===== src/rtl/change_dispenser.sv =====
// Product/change dispenser: product pulse one cycle after req, then one 5 tk coin per hopper handshake.
// Waits on hop_ack for up to ACK_TIMEOUT cycles per coin; req is ignored while busy.
module change_dispenser #(
    parameter int COIN_W      = 8,
    parameter int ACK_TIMEOUT = 16
) (
    input  logic              clock,
    input  logic              reset,
    input  logic              req,
    input  logic              buy,
    input  logic [1:0]        chg,
    input  logic              hop_ack,
    input  logic              refill,
    input  logic [COIN_W-1:0] refill_cnt,
    output logic              busy,
    output logic              prod_out,
    output logic              coin_out,
    output logic              done,
    output logic              err,
    output logic [COIN_W-1:0] coins_left
);

    localparam int TMO_W = $clog2(ACK_TIMEOUT + 1);

    typedef enum logic [2:0] {
        IDLE = 3'd0,
        PROD = 3'd1,
        COIN = 3'd2,
        GAP  = 3'd3,
        DONE = 3'd4
    } state_t;

    state_t             state_q, state_d;
    logic [1:0]         rem_q, rem_d;
    logic [COIN_W-1:0]  coins_q, coins_d;
    logic               err_q, err_d;
    logic [TMO_W-1:0]   tmo_q, tmo_d;

    always_ff @(posedge clock or negedge reset) begin
        if (!reset) begin
            state_q <= IDLE;
            rem_q   <= '0;
            coins_q <= '0;
            err_q   <= 1'b0;
            tmo_q   <= '0;
        end else begin
            state_q <= state_d;
            rem_q   <= rem_d;
            coins_q <= coins_d;
            err_q   <= err_d;
            tmo_q   <= tmo_d;
        end
    end

    always_comb begin
        state_d = state_q;
        rem_d   = rem_q;
        coins_d = coins_q;
        err_d   = err_q;
        tmo_d   = tmo_q;
        case (state_q)
            IDLE: begin
                tmo_d = '0;
                if (req) begin
                    err_d = 1'b0;
                    // Admission check: only start what can be paid in full.
                    if (COIN_W'(chg) > coins_q) begin
                        err_d = 1'b1;
                    end else begin
                        rem_d = chg;
                        if (buy)
                            state_d = PROD;
                        else if (chg != 2'd0)
                            state_d = COIN;
                        else
                            state_d = DONE;
                    end
                end else if (refill) begin
                    coins_d = refill_cnt;
                end
            end
            PROD: begin
                state_d = (rem_q != 2'd0) ? COIN : DONE;
            end
            COIN: begin
                if (hop_ack) begin
                    rem_d   = rem_q - 2'd1;
                    if (coins_q != '0)
                        coins_d = coins_q - COIN_W'(1);
                    tmo_d   = '0;
                    state_d = (rem_q == 2'd1) ? DONE : GAP;
                end else if (tmo_q == TMO_W'(ACK_TIMEOUT - 1)) begin
                    // Hopper stalled: abandon the unpaid remainder.
                    err_d   = 1'b1;
                    rem_d   = '0;
                    tmo_d   = '0;
                    state_d = DONE;
                end else begin
                    tmo_d = tmo_q + TMO_W'(1);
                end
            end
            GAP: begin
                tmo_d   = '0;
                state_d = COIN;
            end
            DONE: begin
                state_d = IDLE;
            end
            default: begin
                state_d = IDLE;
            end
        endcase
    end

    assign busy       = (state_q != IDLE);
    assign prod_out   = (state_q == PROD);
    assign coin_out   = (state_q == COIN);
    assign done       = (state_q == DONE);
    assign err        = err_q;
    assign coins_left = coins_q;

endmodule


===== config.mk =====
export PLATFORM = sky130hd
export DESIGN_NAME = change_dispenser
export DESIGN_NICKNAME = d
export VERILOG_FILES = /design/src/rtl/change_dispenser.sv
export SDC_FILE = /design/constraint.sdc
export NUM_CORES = 1
export LEC_CHECK = 0
export CORE_ASPECT_RATIO = 1.1
export CORE_UTILIZATION = 54
export CTS_CLUSTER_SIZE = 20
export DETAILED_ROUTE_END_ITERATION = 12
export GPL_TIMING_DRIVEN = 0
export PLACE_DENSITY = 0.87
export SYNTH_ARGS = -nofsm -noshare
export SYNTH_HDL_FRONTEND = slang
export SYNTH_SLANG_ARGS = --single-unit

===== constraint.sdc =====
create_clock -name clock -period 4.1 [get_ports clock]
set_input_delay 0.82 -clock clock [delete_from_list [all_inputs] [get_ports clock]]
set_output_delay 0.82 -clock clock [all_outputs]
set_load 0.005 [all_outputs]

==> run summary <==
Fin Setup TNS: 0 ns
Sequential share of power: 0.304
Post-synthesis async set-or-reset flop share: 1.00
Pins Over Slew Limit: 0
Final hold vios: 0
Routed len/inst: 14.5 microns
Routed vias/inst: 5.87
Slew @ Worst Pin: 0.858 ns
Clock network power share: 0.087
Setup-failing EPs final: 0
Number of flops mapped to enable cells by yosys: 0
Latest clock arrival within the worst-skew pair: 0.31 ns
Starting DRC count in detailed routing: 24
Register area share after synthesis: 0.360
Worst setup SP type: flip-flop
Rows: 18
Switching power: 492 uW
Crit Path Max Fanout: 10
DR pass1 iterations: 4
Clock-pin slew on the worst setup and hold paths: 0.12 ns
PwrDens: 687 nW/um^2
Number of global-route vias before repair: 1156
Tmin final: 2.78 ns
Clock Skew: 0.00829 ns
Initial antenna violation count: 0
Max H-tree Level: 1
Max-Cap Viols: 0
Max-slew headroom: 0.426
Mapped Area: 1320 sq um
Max Clock Freq: 0.360 GHz
Num CTS Buffers: 3
CTS tree: yes
First-pass GRT wire length: 5.10 mm
Synth area leaders: dfrtp_1, ha_1, o21ai_0, nor2_1, a21oi_1
Net Sw Frac: 0.430
GP Congestion: 0.901
Final wirelength: 2.98 mm
Yosys warning count: 0
DR DRC count: 0
Largest net degree at the start of global routing: 20
Cell Int Power: 652 uW
Most frequent cell after synthesis: dfrtp_1
CP Class: reg2out
Maximum root-to-sink buffer count: 2
CTS root buf: clkbuf_4
Number of library cell types mapped by synthesis: 41
Die H: 53.9 microns
Top-area cell type share of the netlist area: 0.360
Critical path required time: 3.28 ns
Resize count post-CTS: 0
Area Overhead vs Synth: 26.1%
Core area: 2270 sq um
Status: complete, no violations
Top post-synthesis cells by count: dfrtp_1, nor2_1, o21ai_0
FF+latch count, synth: 19
Most used DFF post-synth: dfrtp_1
Flop2flop setup slack: 2.08 ns
# fillers: 164
Total global routing overflow: 0
# hold bufs at CTS: 0
Period utilization: 0.677
Post-Syn Instances: 143
IO buf count: 28
Die width: 49.2 microns
Die ar.: 2650 sq um
# IOs: 29
Clock sink total: 19
Setup bufs post-CTS: 0
Fraction of layout cells with a size suffix above 1: 0.131
Final antenna-violating net count: 0
Avg Cell Area, Syn: 9.24 sq um
End-of-flow core utilization: 0.733
HPWL after detailed placement: 2.25 mm
Pleak: 0.704 nW
Gr usage total: 0.260
Maximum vdd drop: 0.400 mV
Gate power share: 0.609
Syn nets: 166
Via count: 1204
Yosys top cell by area: dfrtp_1
Antenna diodes: 0
Final net count: 199
Initial core utilization: 0.581
Critical Path Sink Type: output pin
RSZ-0062 raised after global routing: no
CP arrival: 1.96 ns
Hold crit path type: reg2reg
-- worst max-delay path, cell delays in order (launching register included) --
cell             delay [ns]
dfrtp_1                0.43
buf_6                  0.15
or3b_4                 0.43
clkinv_2               0.13
clkdlybuf4s50_1        0.51
-- sequential cells by signal, summed over array words and instances, names as in the netlist --
name,count
coins_left,8
err,1
rem_q,2
state_q,3
tmo_q,5
-- worst paths after layout --
kind                            cells past startpoint           from            end
max in group asynchronous                           1          reset  coins_left[0]
worst max-delay path                                4     state_q[2]       coin_out
worst max register to register                      4  coins_left[2]  coins_left[1]
worst min register to register                      1       tmo_q[0]       tmo_q[0]
worst min-delay path                                1       tmo_q[0]       tmo_q[0]
min in group asynchronous                           1          reset       tmo_q[3]
-- power by group through the flow --
stage / clock network [mW] / registers, mW / logic (mW)
2_1_floorplan: 0 / 0.338 / 0.455
3_3_place_gp: 0 / 0.346 / 0.675
3_5_place_dp: 0 / 0.351 / 0.692
4_1_cts: 0.101 / 0.347 / 0.697
5_1_grt: 0.107 / 0.361 / 0.776
6_report: 0.0996 / 0.348 / 0.697
-- cells in the final DEF (no fill, tap or decap), types with 4 or more instances in the layout --
cell type,count
a21oi_1,8
a22oi_1,5
clkdlybuf4s50_1,28
dfrtp_1,19
ha_1,7
inv_1,7
nand2_1,10
nand2b_1,4
nor2_1,14
nor3b_1,4
o21ai_0,13
o21ai_1,4
-- stage by stage --
stage / std cells / worst slack, ns / area (sq um) / hold slack [ns] / total power, mW
after global routing: 205 / 1.26 / 1670 / 0.553 / 1.24
after detailed placement: 201 / 1.21 / 1640 / 0.492 / 1.04
final: 205 / 1.32 / 1670 / 0.508 / 1.14
after floorplan: 143 / 2.04 / 1320 / 0.462 / 0.793
after global placement: 201 / 1.23 / 1640 / 0.482 / 1.02
after CTS: 205 / 1.32 / 1670 / 0.507 / 1.14
-- final cells by class --
class	count	area, sq um	share of cell area
Tap cell	30	37.5	0.0225
Timing Repair Buffer	28	280	0.168
Multi-Input combinational cell	111	771	0.462
Buffer	5	43.8	0.0263
Clock inverter	1	5.00	0.00300
Inverter	8	31.3	0.0188
Clock buffer	3	22.5	0.0135
Sequential cell	19	475	0.285
-- routing by layer --
metal / global-route usage / share of wire / vias to the layer above / routed length [microns]
met3: 0.0367 / 0.047 / 9 / 140
li1: - / - / 589 / -
met2: 0.434 / 0.50 / 39 / 1490
met4: 0.172 / 0.024 / 0 / 72
met5: 0 / 0 / - / 0
met1: 0.319 / 0.43 / 567 / 1280
-- cells by family (layout without fill, tap and decap cells) --
group | Yosys count | after routing | share of synthesized area
flops | 19 | 19 | 0.360
fa+ha+maj | 7 | 7 | 0.0663
mux | 3 | 3 | 0.0256
buf+inv | 13 | 45 | 0.0568
simple gates | 53 | 53 | 0.241
xor+xnor | 1 | 1 | 0.00663
compound gates | 47 | 47 | 0.243
Note: power is estimated with default switching activity, not from simulation.
